## src/rtl/edge_event_pkg.sv

```systemverilog
// Shared types and helpers for the multi-channel edge-event capture block.
// The mode encoding matches the two-bit per-channel field on the top-level mode bus.
package edge_event_pkg;

    typedef enum logic [1:0] {
        EDGE_OFF  = 2'b00,
        EDGE_RISE = 2'b01,
        EDGE_FALL = 2'b10,
        EDGE_BOTH = 2'b11
    } edge_mode_t;

    localparam int DEF_CHANNELS    = 8;
    localparam int DEF_SYNC_STAGES = 2;
    localparam int DEF_DEBOUNCE    = 4;

    // Width of a counter that must hold values 0..debounce.
    function automatic int cnt_width(input int debounce);
        return (debounce < 1) ? 1 : $clog2(debounce + 1);
    endfunction

    // True when a transition to new_level should be reported under mode m.
    function automatic logic edge_qualifies(input edge_mode_t m, input logic new_level);
        logic q;
        case (m)
            EDGE_RISE: q = new_level;
            EDGE_FALL: q = !new_level;
            EDGE_BOTH: q = 1'b1;
            default:   q = 1'b0;
        endcase
        return q;
    endfunction

endpackage

```

## src/rtl/edge_event_chan.sv

```systemverilog
// One capture channel: synchroniser chain, debounce counter, accepted level
// and a registered one-cycle pulse for qualified edges.
module edge_event_chan
    import edge_event_pkg::*;
#(
    parameter int SYNC_STAGES = DEF_SYNC_STAGES,
    parameter int DEBOUNCE    = DEF_DEBOUNCE
) (
    input  logic       clk,
    input  logic       rst,
    input  logic       a,
    input  edge_mode_t mode,
    output logic       level,
    output logic       pulse
);

    localparam int            CW       = cnt_width(DEBOUNCE);
    localparam logic [CW-1:0] CNT_LAST = CW'(DEBOUNCE - 1);

    logic          r_sync [SYNC_STAGES];
    logic [CW-1:0] r_cnt;
    logic          r_level;
    logic          r_pulse;

    logic          w_s;
    logic [CW-1:0] w_cnt_next;
    logic          w_level_next;
    logic          w_pulse_next;

    // Reset loads the raw input straight into every stage so that the
    // synchronised value already agrees with level and no edge is seen.
    always_ff @(posedge clk) begin
        r_sync[0] <= a;
    end

    generate
        for (genvar gi = 1; gi < SYNC_STAGES; gi++) begin : g_sync
            always_ff @(posedge clk) begin
                if (rst) r_sync[gi] <= a;
                else     r_sync[gi] <= r_sync[gi-1];
            end
        end
    endgenerate

    assign w_s = r_sync[SYNC_STAGES-1];

    // Any return of s to level restarts the count; acceptance happens on the
    // DEBOUNCE-th consecutive differing sample.
    always_comb begin
        w_cnt_next   = r_cnt;
        w_level_next = r_level;
        w_pulse_next = 1'b0;
        if (w_s == r_level) begin
            w_cnt_next = '0;
        end else if (r_cnt >= CNT_LAST) begin
            w_cnt_next   = '0;
            w_level_next = w_s;
            w_pulse_next = edge_qualifies(mode, w_s);
        end else begin
            w_cnt_next = r_cnt + 1'b1;
        end
    end

    always_ff @(posedge clk) begin
        if (rst) begin
            r_cnt   <= '0;
            r_level <= a;
            r_pulse <= 1'b0;
        end else begin
            r_cnt   <= w_cnt_next;
            r_level <= w_level_next;
            r_pulse <= w_pulse_next;
        end
    end

    assign level = r_level;
    assign pulse = r_pulse;

endmodule

```

## src/rtl/edge_event.sv

```systemverilog
// Multi-channel edge-event capture: per-channel debounce/qualification plus
// sticky pending and overrun flags that software or an FSM polls and clears.
module edge_event
    import edge_event_pkg::*;
#(
    parameter int CHANNELS    = DEF_CHANNELS,
    parameter int SYNC_STAGES = DEF_SYNC_STAGES,
    parameter int DEBOUNCE    = DEF_DEBOUNCE
) (
    input  logic                  clk,
    input  logic                  rst,
    input  logic [CHANNELS-1:0]   a,
    input  logic [2*CHANNELS-1:0] mode,
    input  logic [CHANNELS-1:0]   clr,
    output logic [CHANNELS-1:0]   level,
    output logic [CHANNELS-1:0]   pulse,
    output logic                  any_pulse,
    output logic [CHANNELS-1:0]   pending,
    output logic [CHANNELS-1:0]   overrun
);

    logic [CHANNELS-1:0] w_level;
    logic [CHANNELS-1:0] w_pulse;
    logic [CHANNELS-1:0] r_pending;
    logic [CHANNELS-1:0] r_overrun;

    generate
        for (genvar gi = 0; gi < CHANNELS; gi++) begin : g_chan
            edge_event_chan #(
                .SYNC_STAGES (SYNC_STAGES),
                .DEBOUNCE    (DEBOUNCE)
            ) u_chan (
                .clk   (clk),
                .rst   (rst),
                .a     (a[gi]),
                .mode  (edge_mode_t'(mode[2*gi +: 2])),
                .level (w_level[gi]),
                .pulse (w_pulse[gi])
            );

            // A new event always wins over a simultaneous clear so none is lost.
            always_ff @(posedge clk) begin
                if (rst) begin
                    r_pending[gi] <= 1'b0;
                    r_overrun[gi] <= 1'b0;
                end else if (w_pulse[gi]) begin
                    r_pending[gi] <= 1'b1;
                    if (r_pending[gi]) r_overrun[gi] <= 1'b1;
                end else if (clr[gi]) begin
                    r_pending[gi] <= 1'b0;
                    r_overrun[gi] <= 1'b0;
                end
            end
        end
    endgenerate

    assign level     = w_level;
    assign pulse     = w_pulse;
    assign any_pulse = |w_pulse;
    assign pending   = r_pending;
    assign overrun   = r_overrun;

endmodule
```

## config.mk

```make
export PLATFORM = sky130hd
export DESIGN_NAME = edge_event
export DESIGN_NICKNAME = d
export VERILOG_FILES = /design/src/rtl/edge_event_pkg.sv /design/src/rtl/edge_event_chan.sv /design/src/rtl/edge_event.sv
export SDC_FILE = /design/constraint.sdc
export NUM_CORES = 1
export LEC_CHECK = 0
export BUFFER_PORTS_ARGS = -buffer_cell sky130_fd_sc_hd__buf_2
export CORE_MARGIN = 3
export CORE_UTILIZATION = 49
export CTS_CLUSTER_SIZE = 8
export DETAILED_ROUTE_END_ITERATION = 6
export GPL_TIMING_DRIVEN = 0
export PLACE_DENSITY_LB_ADDON = 0.08
export SYNTH_ARGS = -nofsm -noshare
export SYNTH_HDL_FRONTEND = slang
export SYNTH_SLANG_ARGS = --single-unit
```

## constraint.sdc

```tcl
create_clock -name clk -period 1.7 [get_ports clk]
set_clock_uncertainty 0.1 [all_clocks]
set_input_delay 0.085 -clock clk [delete_from_list [all_inputs] [get_ports clk]]
set_output_delay 0.085 -clock clk [all_outputs]
set_load 0.01 [all_outputs]
```

# [Yosys cells after proc, flatten, opt, wreduce, memory -nomap -nowiden]
# Memories as Yosys holds them, arrays and structs flattened.
# Cells that the tools add are included.
[totals] reg_bits=56 ramBits=16 inputBits=34 mem_count=8
[classes] addsub=8 n_lt_le_gt_ge=8 n_eq_ne=48 mux=75 n_bitwise=16 n_reduce_logical=57
[mem_list] name="g_chan[0].u_chan.r_sync" depth=2 width=1 read_ports=2 rd_clocked_by_memory_dff=0 write_ports=2 line_no="edge_event_chan.sv:20" source="logic r_sync [SYNC_STAGES];"
[mem_list] name="g_chan[1].u_chan.r_sync" depth=2 width=1 read_ports=2 rd_clocked_by_memory_dff=0 write_ports=2 line_no="edge_event_chan.sv:20"
[mem_list] name="g_chan[2].u_chan.r_sync" depth=2 width=1 read_ports=2 rd_clocked_by_memory_dff=0 write_ports=2 line_no="edge_event_chan.sv:20"
[mem_list] name="g_chan[3].u_chan.r_sync" depth=2 width=1 read_ports=2 rd_clocked_by_memory_dff=0 write_ports=2 line_no="edge_event_chan.sv:20"
[mem_list] name="g_chan[4].u_chan.r_sync" depth=2 width=1 read_ports=2 rd_clocked_by_memory_dff=0 write_ports=2 line_no="edge_event_chan.sv:20"
[mem_list] name="g_chan[5].u_chan.r_sync" depth=2 width=1 read_ports=2 rd_clocked_by_memory_dff=0 write_ports=2 line_no="edge_event_chan.sv:20"
[mem_list] name="2 more memories"
[op_table] operator="2-to-1 mux 1 bit" count=67
[op_table] operator="OR reduction 3 bit" count=16
[op_table] operator="equality test 2 bit, second input constant" count=16
[op_table] operator="!= test 2 bit, second input constant" count=16
[op_table] operator="AND reduction 2 bit" count=16
[op_table] operator="nonzero test 2 bit" count=16
[op_table] operator="adder 3 x 1 -> 3 bit, second input constant" count=8
[op_table] operator=">= comparator 3 x 2 -> 1 bit, second input constant" count=8
[op_table] operator="one-hot mux 1 bit (3 select lines)" count=8
[op_table] operator="equality test 2 x 1 -> 1 bit, second input constant" count=8
[op_table] operator="equality test 1 bit" count=8
[op_table] operator="logical NOT 1 bit" count=8
[op_table] operator="inverter 1 bit" count=8
[op_table] operator="OR 1 bit" count=8
[op_table] operator="OR reduction 8 bit" count=1

# [Logic depth before layout (Yosys ltp)]
# Gate-level depths: netlist (run 1).
[logic_depth] word_depth=4 ltp_mapped=5 mapped_depth_nobuf=5

# [Hierarchy]
# From an unflattened synthesis (run 1), not the netlist that was laid out.
[unflattened] hier_cells=273 area_unflattened_um2=2969.1
[by_module_without_submodules] module="edge_event_chan" instances=8 cells_each=25 area_per_inst_um2=282.8 seq_area_each_um2=150.1
[by_module_without_submodules] module="edge_event" instances=1 cells_each=73 area_per_inst_um2=706.9 seq_area_each_um2=320.3

# [Worst setup path before layout (run 1)]
# No wires, ideal clock.
[synth_timing] path_kind="register to register" from="register g_chan[5].u_chan.r_cnt[0]" to="register g_chan[5].u_chan.r_level (enable)" arrival_time_ps=1073 required_ps=1349 slack_ps=276 stages_incl_launch_ff=5 n_path_buf=0 period_less_slack_ps=1424 path_cell_list="dfxtp_1 -> ha_1 -> ha_1 -> a211oi_4 -> o21bai_1"
[synth_via] elab_chain_cells=3
[synth_lines] item="from (decl)" line_no="edge_event_chan.sv:21" source="logic [CW-1:0] r_cnt;"
[synth_lines] item="from (signal assigned)" line_no="edge_event_chan.sv:70" source="r_cnt <= w_cnt_next;"
[synth_lines] item=">= comparator 3 x 2 -> 1 bit" line_no="edge_event_chan.sv:55" source="end else if (r_cnt >= CNT_LAST) begin"
[synth_lines] item="nonzero test 2 bit (no line)"
[synth_lines] item="AND reduction 2 bit (no line)"
[synth_lines] item="to (signal assigned)" line_no="edge_event_chan.sv:71" source="r_level <= w_level_next;"
[synth_lines] item="to (decl)" line_no="edge_event_chan.sv:22" source="logic r_level;"
# Every way passes these cells.
# A chain may end at the register's enable or synchronous reset.

# [Worst setup path in the final report (run 1)]
[layout_timing] from="register g_chan[4].u_chan.r_cnt[0]" to="register g_chan[4].u_chan.r_cnt[1]"
[layout_via] elab_chain_cells=2 elab_cells_between_ends=3
[layout_lines] item="from (decl)" line_no="edge_event_chan.sv:21"
[layout_lines] item="from (signal assigned)" line_no="edge_event_chan.sv:70"
[layout_lines] item=">= comparator 3 x 2 -> 1 bit" line_no="edge_event_chan.sv:55"
[layout_lines] item="OR reduction 3 bit (no line)"
# Several ways; a longest one is shown, not always the timed one.

==> results.txt, run 1 <==
----------------------------------------------------
[Routing]
  DRT iter0 DRCs ... 87
  Remaining DRCs ... 0
  TritonRoute pass-1 iters ... 4
  DR WL/cell ... 12.8 um
  Number of routed nets with antenna violations ... 0
  Routed wire length ... 6120 um
  Drt via density ... 4.87
  Total via count after detailed routing ... 2323

[Synth]
  Total nets after synthesis ... 342
  Post-synthesis async set-or-reset flop share ... 0%
  Synthesized flop and latch total ... 72
  Most common cell in the synthesized netlist ... sky130_fd_sc_hd__dfxtp_1
  Sequential-to-total area share from yosys stat ... 51.7%
  Netlist area before placement ... 2950 um2
  Warnings from Yosys ... 0
  Mean cell area of the mapped netlist ... 10.1 um2
  Cell variety after synth ... 23
  Cell count after synthesis ... 292
  Area share of the leading cell type in the synthesized netlist ... 43.5%
  Ranking of synthesized cells by instance count ... sky130_fd_sc_hd__dfxtp_1 (64), sky130_fd_sc_hd__inv_1 (32), sky130_fd_sc_hd__o21ai_0 (24), sky130_fd_sc_hd__nand2_1 (17)
  Number of enable-type register cells in the synthesized netlist ... 8
  Biggest area contributors in the synthesized netlist ... sky130_fd_sc_hd__dfxtp_1 (44%), sky130_fd_sc_hd__edfxtp_1 (8.2%), sky130_fd_sc_hd__ha_1 (6.8%), sky130_fd_sc_hd__o21ai_0 (4.1%), sky130_fd_sc_hd__buf_4 (4.1%)
  Synth area leader ... sky130_fd_sc_hd__dfxtp_1
  Primary FF master, synth ... sky130_fd_sc_hd__dfxtp_1

[Pwr]
  Post-route total power ... 0.00368 W
  Pleak ... 1.74 nW
  Total power divided by cell area ... 946 nW/um2
  Worst voltage drop across the vdd grid ... 0.446 mV

[Cells and area]
  Area of all placed cells without fillers ... 3890 um2
  Fin nets ... 450
  Synth-to-Final Area Change ... 32.2%
  Fraction of final layout cells sized beyond drive strength 1 ... 30.1%
  Fillcell total ... 454
  Diodes inserted ... 0

[Timing]
  Slew at the pin closest to its max-slew limit ... 539 ps
  Setup tns final ... 0 ps
  Max-slew headroom at the worst pin ... 64.1%
  Hold violation count in the final report ... 0
  Final Slew Violations ... 0
  Period utilisation layout ... 89.7%
  Finish-stage setup viols ... 0
  Maximum operating frequency ... 656 MHz
  Unrepaired setup endpoints after global routing ... false
  Final critical delay including setup and external delays ... 1530 ps

[Global route]
  Tot GR Track Use ... 18.6%
  Sum of overflow across all layers after global routing ... 0
  Vias in the first global route ... 2304
  Maximum number of pins on one net before global-route repair ... 12
  Wire length of the first global-routing pass ... 10300 um
  Initial antenna violation count ... 0

[Worst setup path]
  Termination of the worst setup path ... g_chan[4].u_chan.r_cnt[1]
  Largest fanout on the critical path ... 3
  Worst reg2reg startpoint ... g_chan[4].u_chan.r_cnt[0]
  Kind of start point of the critical path ... register
  Capture instance of the worst register-to-register path ... g_chan[4].u_chan.r_cnt[1]
  Crit. End Element ... register
  Crit path from ... g_chan[4].u_chan.r_cnt[0]
  Reg2reg setup slack ... 170 ps
  Type of the setup path with the least slack ... reg2reg
  Worst endpoint data arrival time ... 1700 ps
  Worst path required time ... 1880 ps
  Worst reg-to-reg path cell count ... 5

[Clock tree]
  Post-cts repair resize count ... 0
  CTS tree ... done
  Clock Root Buffer ... sky130_fd_sc_hd__clkbuf_8
  Clock-pin slew of the registers on the worst-case setup and hold paths ... 70 ps
  Clock buffer depth ... 2
  Clock network latency to the later pin of the worst-skew pair ... 350 ps
  CTS Sinks ... 72
  CTS H-tree lvls ... 3
  CTS Buf Count ... 9

[Placement]
  DP Area ... 3360 um2
  Gp weighted congestion ... 0.688
  Number of port buffers ... 65
  Total half-perimeter wirelength after legalization and detailed placement ... 4210 um

[Floorplanning]
  Core Rows ... 27
  Core Footprint ... 5680 um2
  Number of top-level pins ... 67
  Floorplan die height ... 83.5 um
  Floorplan die width ... 83.5 um
  Die Footprint ... 6980 um2
  Starting density of the core ... 51.9%

[Run status]
  Outcome ... completed

[Hold path]
  Kind of path behind the tightest hold check ... in2reg

[Run]
  Count of maximum capacitance violations ... 0

----------------------------------------------------
through the flow:
step	util, %	hold WS [ps]	setup WS [ps]	cells
floorplan	-	12.7	276	292
global placement	59.2	102	198	429
detailed placement	59.2	104	189	429
CTS	68.6	86.6	153	477
global route	68.6	98.0	46.9	477
finish	68.6	97.1	175	477
per-layer routing:
layer  global-route usage (%)  share of wire (%)  vias to the layer above
met3                     5.53                5.7                       12
met2                     31.3                 48                       71
met5                        0                  0                        -
li1                         -                  -                     1191
met4                     9.50                3.0                        0
met1                     21.5                 44                     1049
how the worst min path moves through the flow:
stage / from / to / slack [ps] / cells past startpoint
after floorplan: a[0] / g_chan[0].u_chan.r_sync[0] / 10 / 0
after global placement: a[4] / g_chan[4].u_chan.r_sync[0] / 100 / 1
after detailed placement: a[4] / g_chan[4].u_chan.r_sync[0] / 100 / 1
after CTS: rst / pending[1] / 90 / 3
after global routing: rst / pending[2] / 100 / 3
final: rst / pending[7] / 100 / 3
worst max-delay path, stage by stage (launching register included):
cell,delay [ps]
sky130_fd_sc_hd__dfxtp_1,340
sky130_fd_sc_hd__ha_1,200
sky130_fd_sc_hd__ha_1,180
sky130_fd_sc_hd__a211oi_2,270
sky130_fd_sc_hd__nand2b_1,170
sky130_fd_sc_hd__nor3b_2,190
sequential cells by signal, indices dropped and copies added (netlist names):
signal / cells
overrun: 8
pending: 8
g_chan.u_chan.r_sync: 16
g_chan.u_chan.pulse: 8
g_chan.u_chan.level: 8
g_chan.u_chan.r_cnt: 24
cells by family after synthesis:
group / after synthesis / share of synthesized area, %
AND/OR/NAND/NOR: 75 / 15.0
XOR/XNOR: 8 / 2.38
flip-flops: 72 / 51.7
buffers and inverters: 57 / 9.64
AO/OA/AOI/OAI: 64 / 14.5
adder cells (fa/ha/maj): 16 / 6.80
cell type report:
class	instances	area [um2]	area share, %
timing repair buffer	97	646	16.6
clock buffer	15	208	5.33
multi-input combinational	163	1140	29.3
sequential	72	1520	39.1
clock inverter	1	5.00	0.129
buffer	25	164	4.21
inverter	32	120	3.08
tap	72	90.1	2.31
power by group:
part	total (W)	switching [W]	internal, W
logic	0.000412	0.000188	0.000224
registers	0.00187	0.0000692	0.00180
clock network	0.00140	0.000620	0.000778
total	0.00368	0.000877	0.00281
cell usage in the layout, fill, tap and decap left out, types with 13 or more instances in the layout:
cell type	instances
sky130_fd_sc_hd__nand2_1	17
sky130_fd_sc_hd__clkbuf_8	13
sky130_fd_sc_hd__buf_2	73
sky130_fd_sc_hd__dlygate4sd3_1	32
sky130_fd_sc_hd__buf_4	16
sky130_fd_sc_hd__dfxtp_1	64
sky130_fd_sc_hd__nor3_1	16
sky130_fd_sc_hd__inv_1	32
sky130_fd_sc_hd__o21ai_0	24
sky130_fd_sc_hd__ha_1	16
sky130_fd_sc_hd__a21oi_1	16
what timing repair did:
item / 4_1_cts / 5_1_grt
endpoints found under the hold margin: 46 / 0
hold buffers: 32 / 0
buffers inserted: 0 / 0
(Power assumes the default switching activity.)
==> run 2: changes to the inputs <==
--- a/config.mk
+++ b/config.mk
@@ -10,7 +10,6 @@
 export CORE_UTILIZATION = 49
 export CTS_CLUSTER_SIZE = 8
 export DETAILED_ROUTE_END_ITERATION = 6
-export GPL_TIMING_DRIVEN = 0
 export PLACE_DENSITY_LB_ADDON = 0.08
 export SYNTH_ARGS = -nofsm -noshare
 export SYNTH_HDL_FRONTEND = slang
==> run 2 against run 1 <==
Net effect: register-to-register slack gained 20 ps; global-route usage shrank 3.4 points; power shrank 7.1%; sequential cell count is the same; sequential share of layout area grew 1.9 points; via count shrank 5.4%; non-clock buffer count shrank 23; largest power group unchanged.
==> results.txt, run 2 (same netlist as run 1, synthesis figures left out) <==
----------------------------------------------------
[Placement]
  DP Area ... 3220 um2 (was 3360 um2)
  Total half-perimeter wirelength after legalization and detailed placement ... 3530 um (was 4210 um)
  Number of port buffers ... 66 (was 65)
  Gp weighted congestion ... 0.711 (was 0.688)

[Worst setup path]
  Worst endpoint data arrival time ... 1490 ps (was 1700 ps)
  Delay of the slowest critical-path stage ... 350 ps (was 340 ps)
  Worst path required time ... 1680 ps (was 1880 ps)
  Largest fanout on the critical path ... 3 (unchanged)
  Crit. End Element ... register (unchanged)
  Kind of start point of the critical path ... register (unchanged)
  Combined buffer and inverter count along the critical path ... 0 (unchanged)
  Type of the setup path with the least slack ... reg2reg (unchanged)
  Worst path cell trace ... ha_1 > ha_1 > a211oi_4 > o21bai_1 (was ha_1 > ha_1 > a211oi_2 > nand2b_1 > nor3b_2)
  Family with the most delay on the worst path ... adder cells (unchanged)
  Cell with the most instances on the worst path ... sky130_fd_sc_hd__ha_1 (unchanged)
  Critical Path Slowest Stage Cell ... sky130_fd_sc_hd__dfxtp_1 (unchanged)

[Clock tree]
  Post-cts repair resize count ... 0 (unchanged)
  CTS tree ... done (unchanged)
  Clock-pin slew of the registers on the worst-case setup and hold paths ... 70 ps (about the same)
  Clock Root Buffer ... sky130_fd_sc_hd__clkbuf_8 (unchanged)
  CTS Sinks ... 72 (unchanged)
  Clock buffer depth ... 2 (unchanged)
  CTS H-tree lvls ... 3 (unchanged)
  Clock network latency to the later pin of the worst-skew pair ... 330 ps (was 350 ps)
  CTS Buf Count ... 9 (unchanged)

[Routing]
  DR WL/cell ... 11.2 um (was 12.8 um)
  Routed wire length ... 5070 um (was 6120 um)
  Total via count after detailed routing ... 2197 (was 2323)
  Number of routed nets with antenna violations ... 0 (unchanged)
  Remaining DRCs ... 0 (unchanged)
  TritonRoute pass-1 iters ... 4 (unchanged)
  DRT iter0 DRCs ... 40 (was 87)
  Drt via density ... 4.84 (was 4.87)

[Floorplanning]
  Number of top-level pins ... 67 (unchanged)
  Starting density of the core ... 51.9% (unchanged)
  Core Footprint ... 5680 um2 (unchanged)
  Floorplan die height ... 83.5 um (unchanged)
  Floorplan die width ... 83.5 um (unchanged)
  Core Rows ... 27 (unchanged)
  Die Footprint ... 6980 um2 (unchanged)

[Cells and area]
  Fin nets ... 427 (was 450)
  Synth-to-Final Area Change ... 26.2% (was 32.2%)
  Fillcell total ... 476 (was 454)
  Fraction of final layout cells sized beyond drive strength 1 ... 25.9% (was 30.1%)
  Register with the most flip-flops ... g_chan.u_chan.r_cnt (unchanged)
  Diodes inserted ... 0 (unchanged)
  Max reg flops ... 24 (unchanged)
  Area of all placed cells without fillers ... 3720 um2 (was 3890 um2)
  Commonest non-fill, non-tap cell in the layout ... sky130_fd_sc_hd__buf_2 (unchanged)
  Largest registers in the final layout ... g_chan.u_chan.r_cnt (24), g_chan.u_chan.r_sync (16) (unchanged)
  Most used cells in the layout excluding fill and tap cells ... sky130_fd_sc_hd__buf_2 (66), sky130_fd_sc_hd__dfxtp_1 (64), sky130_fd_sc_hd__inv_1 (32), sky130_fd_sc_hd__dlygate4sd3_1 (32), sky130_fd_sc_hd__o21ai_0 (24) (was sky130_fd_sc_hd__buf_2 (73), sky130_fd_sc_hd__dfxtp_1 (64), sky130_fd_sc_hd__inv_1 (32), sky130_fd_sc_hd__dlygate4sd3_1 (32), sky130_fd_sc_hd__o21ai_0 (24))

[Timing]
  Hold violation count in the final report ... 0 (unchanged)
  Max-slew headroom at the worst pin ... 77.4% (was 64.1%)
  Unrepaired setup endpoints after global routing ... false (unchanged)
  Setup tns final ... 0 ps (unchanged)
  Period utilisation layout ... 88.4% (was 89.7%)
  Slew at the pin closest to its max-slew limit ... 338 ps (was 539 ps)
  Finish-stage setup viols ... 0 (unchanged)
  Final Slew Violations ... 0 (unchanged)
  Maximum operating frequency ... 666 MHz (was 656 MHz)
  Final critical delay including setup and external delays ... 1500 ps (was 1530 ps)

[Global route]
  Maximum number of pins on one net before global-route repair ... 81 (was 12)
  Tot GR Track Use ... 15.3% (was 18.6%)
  Sum of overflow across all layers after global routing ... 0 (unchanged)
  Vias in the first global route ... 2036 (was 2304)
  Initial antenna violation count ... 0 (unchanged)
  Wire length of the first global-routing pass ... 8740 um (was 10300 um)

[Pwr]
  Total power divided by cell area ... 921 nW/um2 (was 946 nW/um2)
  Worst voltage drop across the vdd grid ... 0.515 mV (was 0.446 mV)
  Pleak ... 1.62 nW (was 1.74 nW)

[Run]
  Count of maximum capacitance violations ... 0 (unchanged)

[Hold path]
  Kind of path behind the tightest hold check ... in2reg (unchanged)

[Run status]
  Outcome ... completed (unchanged)

----------------------------------------------------
## run 2: cell types whose count changed in the layout (fill, tap and decap cells not counted), sizes merged
| cell | change |
|---|---|
| buf | -22 |
| inv | +1 |
| clkinv | +1 |
| clkbuf | -3 |
## run 2: per-layer routing
layer  routed length [um]  global-route usage [%]
met5                    0                       0
met4                   55                    5.26
met3                  334                    6.02
met2                 2290                    24.2
met1                 2390                    19.0
## run 2: path summary, 6_finish.rpt
kind / slack (ps) / cells after the start / from / endpoint
setup / recovery: 200 / 4 / g_chan[5].u_chan.r_cnt[0] / g_chan[5].u_chan.level
hold / removal: 130 / 3 / rst / pending[5]
setup reg to reg: 200 / 4 / g_chan[5].u_chan.r_cnt[0] / g_chan[5].u_chan.level
hold reg to reg: 330 / 2 / g_chan[1].u_chan.r_sync[0] / g_chan[1].u_chan.r_sync[1]
## run 2: repair_timing
action                     in CTS  in global routing
setup buffers                   0                  0
setup endpoints to repair       0                  0
hold buffers                   32                  0
hold endpoints to repair       46                  0
## run 2: final cells by class
cell class	count	area, um2	area share (%)
repair buffers	99	671	18.0
clock buffers	13	159	4.27
well taps	72	90.1	2.42
flip-flops and latches	72	1520	40.9
inverters	32	120	3.23
multi-input cells	163	1140	30.7
clock inverters	3	16.3	0.438
## run 2: metrics by stage
step / setup slack [ps] / util (%) / power [W] / hold WS [ps] / std cells
CTS: 192 / 65.5 / 0.00348 / 123 / 454
global placement: 214 / 56.8 / 0.00223 / 102 / 406
detailed placement: 210 / 56.8 / 0.00223 / 103 / 406
floorplan: 276 / - / 0.00215 / 12.7 / 292
finish: 198 / 65.5 / 0.00342 / 127 / 454
global route: 33.3 / 65.5 / 0.00361 / 155 / 454
## run 2: where the power goes
part	internal (W)	leakage (nW)	switching, W
registers	0.00181	0.604	0.0000697
clock network	0.000607	0.0937	0.000568
logic	0.000205	0.925	0.000168
## run 2: worst min-delay path, stage by stage
cell,delay (ps)
sky130_fd_sc_hd__buf_2,110
sky130_fd_sc_hd__buf_12,200
sky130_fd_sc_hd__nor2_1,120
==> run 3: changes to the inputs <==
--- a/config.mk
+++ b/config.mk
@@ -5,12 +5,14 @@
 export SDC_FILE = /design/constraint.sdc
 export NUM_CORES = 1
 export LEC_CHECK = 0
-export BUFFER_PORTS_ARGS = -buffer_cell sky130_fd_sc_hd__buf_2
+export BUFFER_PORTS_ARGS = -buffer_cell sky130_fd_sc_hd__buf_4
 export CORE_MARGIN = 3
 export CORE_UTILIZATION = 49
 export CTS_CLUSTER_SIZE = 8
 export DETAILED_ROUTE_END_ITERATION = 6
 export PLACE_DENSITY_LB_ADDON = 0.08
+export RECOVER_POWER = 100
+export SLEW_MARGIN = 20
 export SYNTH_ARGS = -nofsm -noshare
 export SYNTH_HDL_FRONTEND = slang
 export SYNTH_SLANG_ARGS = --single-unit
==> run 3 against run 2 <==
Net effect: clock power rose by 33%; sequential cell count did not move; via count fell by 1.5%; clock-buffer cell count fell by 1; critical path type unchanged; critical endpoint is now g_chan[3].u_chan.r_cnt[1]; largest cell class unchanged.
==> results.txt, run 3 (same netlist as run 1, synthesis figures left out) <==
----------------------------------------------------
[Cells and area]
  Most used cells in the layout excluding fill and tap cells ... sky130_fd_sc_hd__dfxtp_1 (64), sky130_fd_sc_hd__clkbuf_1 (34), sky130_fd_sc_hd__inv_1 (32), sky130_fd_sc_hd__dlygate4sd3_1 (32), sky130_fd_sc_hd__o21ai_0 (24) (was sky130_fd_sc_hd__buf_2 (66), sky130_fd_sc_hd__dfxtp_1 (64), sky130_fd_sc_hd__inv_1 (32), sky130_fd_sc_hd__dlygate4sd3_1 (32), sky130_fd_sc_hd__o21ai_0 (24))
  Diodes inserted ... 0 (unchanged)
  Largest registers in the final layout ... g_chan.u_chan.r_cnt (24), g_chan.u_chan.r_sync (16) (unchanged)
  Register with the most flip-flops ... g_chan.u_chan.r_cnt (unchanged)
  Synth-to-Final Area Change ... 28.0% (was 26.2%)
  Fraction of final layout cells sized beyond drive strength 1 ... 15.7% (was 25.9%)
  Commonest non-fill, non-tap cell in the layout ... sky130_fd_sc_hd__dfxtp_1 (was sky130_fd_sc_hd__buf_2)
  Max reg flops ... 24 (unchanged)
  Fillcell total ... 480 (was 476)
  Fin nets ... 427 (unchanged)

[Timing]
  Final Slew Violations ... 0 (unchanged)
  Final Worst Setup Slack ... 172 ps (was 198 ps)
  Setup tns final ... 0 ps (unchanged)
  Hold violation count in the final report ... 0 (unchanged)
  Maximum operating frequency ... 654 MHz (was 666 MHz)
  Final critical delay including setup and external delays ... 1530 ps (was 1500 ps)
  Slew at the pin closest to its max-slew limit ... 1130 ps (was 338 ps)
  Finish-stage setup viols ... 0 (unchanged)
  Max-slew headroom at the worst pin ... 24.9% (was 77.4%)
  Unrepaired setup endpoints after global routing ... false (unchanged)
  Hold WS ... 321 ps (was 127 ps)
  Period utilisation layout ... 89.9% (was 88.4%)

[Worst setup path]
  Cell with the most instances on the worst path ... sky130_fd_sc_hd__ha_1 (unchanged)
  Worst path required time ... 1840 ps (was 1680 ps)
  Family with the most delay on the worst path ... adder cells (unchanged)
  Crit. End Element ... register (unchanged)
  Kind of start point of the critical path ... register (unchanged)
  Delay of the slowest critical-path stage ... 340 ps (was 350 ps)
  Combined buffer and inverter count along the critical path ... 0 (unchanged)
  Worst endpoint data arrival time ... 1670 ps (was 1490 ps)
  Type of the setup path with the least slack ... reg2reg (unchanged)
  Critical Path Slowest Stage Cell ... sky130_fd_sc_hd__dfxtp_1 (unchanged)
  Largest fanout on the critical path ... 3 (unchanged)
  Worst path cell trace ... ha_1 > ha_1 > a211oi_2 > nand2b_1 > nor3b_1 (was ha_1 > ha_1 > a211oi_4 > o21bai_1)

[Clock tree]
  Clock buffer depth ... 2 (unchanged)
  CTS H-tree lvls ... 3 (unchanged)
  Clock network latency to the later pin of the worst-skew pair ... 330 ps (about the same)
  Post-cts repair resize count ... 0 (unchanged)
  Clock Root Buffer ... sky130_fd_sc_hd__clkbuf_8 (unchanged)
  CTS Sinks ... 72 (unchanged)
  CTS tree ... done (unchanged)
  CTS Buf Count ... 9 (unchanged)
  Clock-pin slew of the registers on the worst-case setup and hold paths ... 80 ps (was 70 ps)

[Global route]
  Sum of overflow across all layers after global routing ... 0 (unchanged)
  Maximum number of pins on one net before global-route repair ... 64 (was 81)
  Wire length of the first global-routing pass ... 8740 um (about the same)
  Vias in the first global route ... 1971 (was 2036)
  Tot GR Track Use ... 15.4% (was 15.3%)
  Initial antenna violation count ... 0 (unchanged)

[Pwr]
  Worst voltage drop across the vdd grid ... 0.562 mV (was 0.515 mV)
  Post-route total power ... 0.00381 W (was 0.00342 W)
  Pleak ... 1.53 nW (was 1.62 nW)
  Total power divided by cell area ... 1010 nW/um2 (was 921 nW/um2)

[Floorplanning]
  Core Rows ... 27 (unchanged)
  Floorplan die width ... 83.5 um (unchanged)
  Starting density of the core ... 51.9% (unchanged)
  Die Footprint ... 6980 um2 (unchanged)
  Core Footprint ... 5680 um2 (unchanged)
  Floorplan die height ... 83.5 um (unchanged)
  Number of top-level pins ... 67 (unchanged)

[Routing]
  TritonRoute pass-1 iters ... 4 (unchanged)
  Drt via density ... 4.77 (was 4.84)
  DR WL/cell ... 11.6 um (was 11.2 um)
  Number of routed nets with antenna violations ... 0 (unchanged)
  DRT iter0 DRCs ... 59 (was 40)
  Remaining DRCs ... 0 (unchanged)
  Routed wire length ... 5260 um (was 5070 um)
  Total via count after detailed routing ... 2165 (was 2197)

[Placement]
  Worst slack, placed ... 210 ps (about the same)
  Total half-perimeter wirelength after legalization and detailed placement ... 3600 um (was 3530 um)
  Gp weighted congestion ... 0.733 (was 0.711)
  Number of port buffers ... 66 (unchanged)

[Hold path]
  Kind of path behind the tightest hold check ... in2reg (unchanged)

[Run status]
  Outcome ... completed (unchanged)

[Run]
  Count of maximum capacitance violations ... 0 (unchanged)

----------------------------------------------------
run 3: changes by cell type in the layout (fill, tap and decap cells not counted), sizes merged:
cell	before	now
buf	67	23
bufinv	0	2
inv	33	32
clkbuf	13	56
run 3: layout make-up:
class	count	area, um2	area share [%]
clock buffers	12	166	4.41
clock inverters	4	73.8	1.96
inverters	32	120	3.19
multi-input cells	163	1100	29.3
flip-flops and latches	72	1520	40.3
well taps	72	90.1	2.39
repair buffers	99	694	18.4
run 3: routing by layer:
layer  vias up  share of wire, %  track usage, %  wire (um)
li1       1147                 -               -          -
met4         0              0.91            6.14         48
met1       958                47            18.5       2480
met5         -                 0               0          0
met2        56                45            25.1       2390
met3         4               6.6            5.63        348
run 3: through the flow:
stage	instance area, um2	std cells	util (%)
6_report	3770	454	66.4
3_5_place_dp	3370	406	59.5
4_1_cts	3940	454	69.3
2_1_floorplan	2950	292	-
5_1_grt	3770	454	66.4
3_3_place_gp	3370	406	59.5
run 3: what timing repair did:
action | 4_1_cts | 5_1_grt
endpoints found under the hold margin | 47 | 0
setup endpoints to repair | 0 | 0
hold buffers | 32 | 0
buffers inserted | 0 | 0
run 3: path summary, 6_finish.rpt:
kind / slack, ps / cells past startpoint / startpoint / to
worst max-delay path: 170 / 5 / g_chan[3].u_chan.r_cnt[0] / g_chan[3].u_chan.r_cnt[1]
worst min-delay path: 320 / 2 / a[4] / g_chan[4].u_chan.r_sync[0]
worst max register to register: 170 / 5 / g_chan[3].u_chan.r_cnt[0] / g_chan[3].u_chan.r_cnt[1]
worst min register to register: 340 / 2 / g_chan[6].u_chan.r_sync[0] / g_chan[6].u_chan.r_sync[1]
run 3: power by group:
| group | total [W] | internal [W] | leakage [nW] | switching (W) |
|---|---|---|---|---|
| combinational | 0.000378 | 0.000210 | 0.803 | 0.000168 |
| sequential | 0.00187 | 0.00180 | 0.604 | 0.0000696 |
| clock | 0.00156 | 0.000957 | 0.122 | 0.000600 |
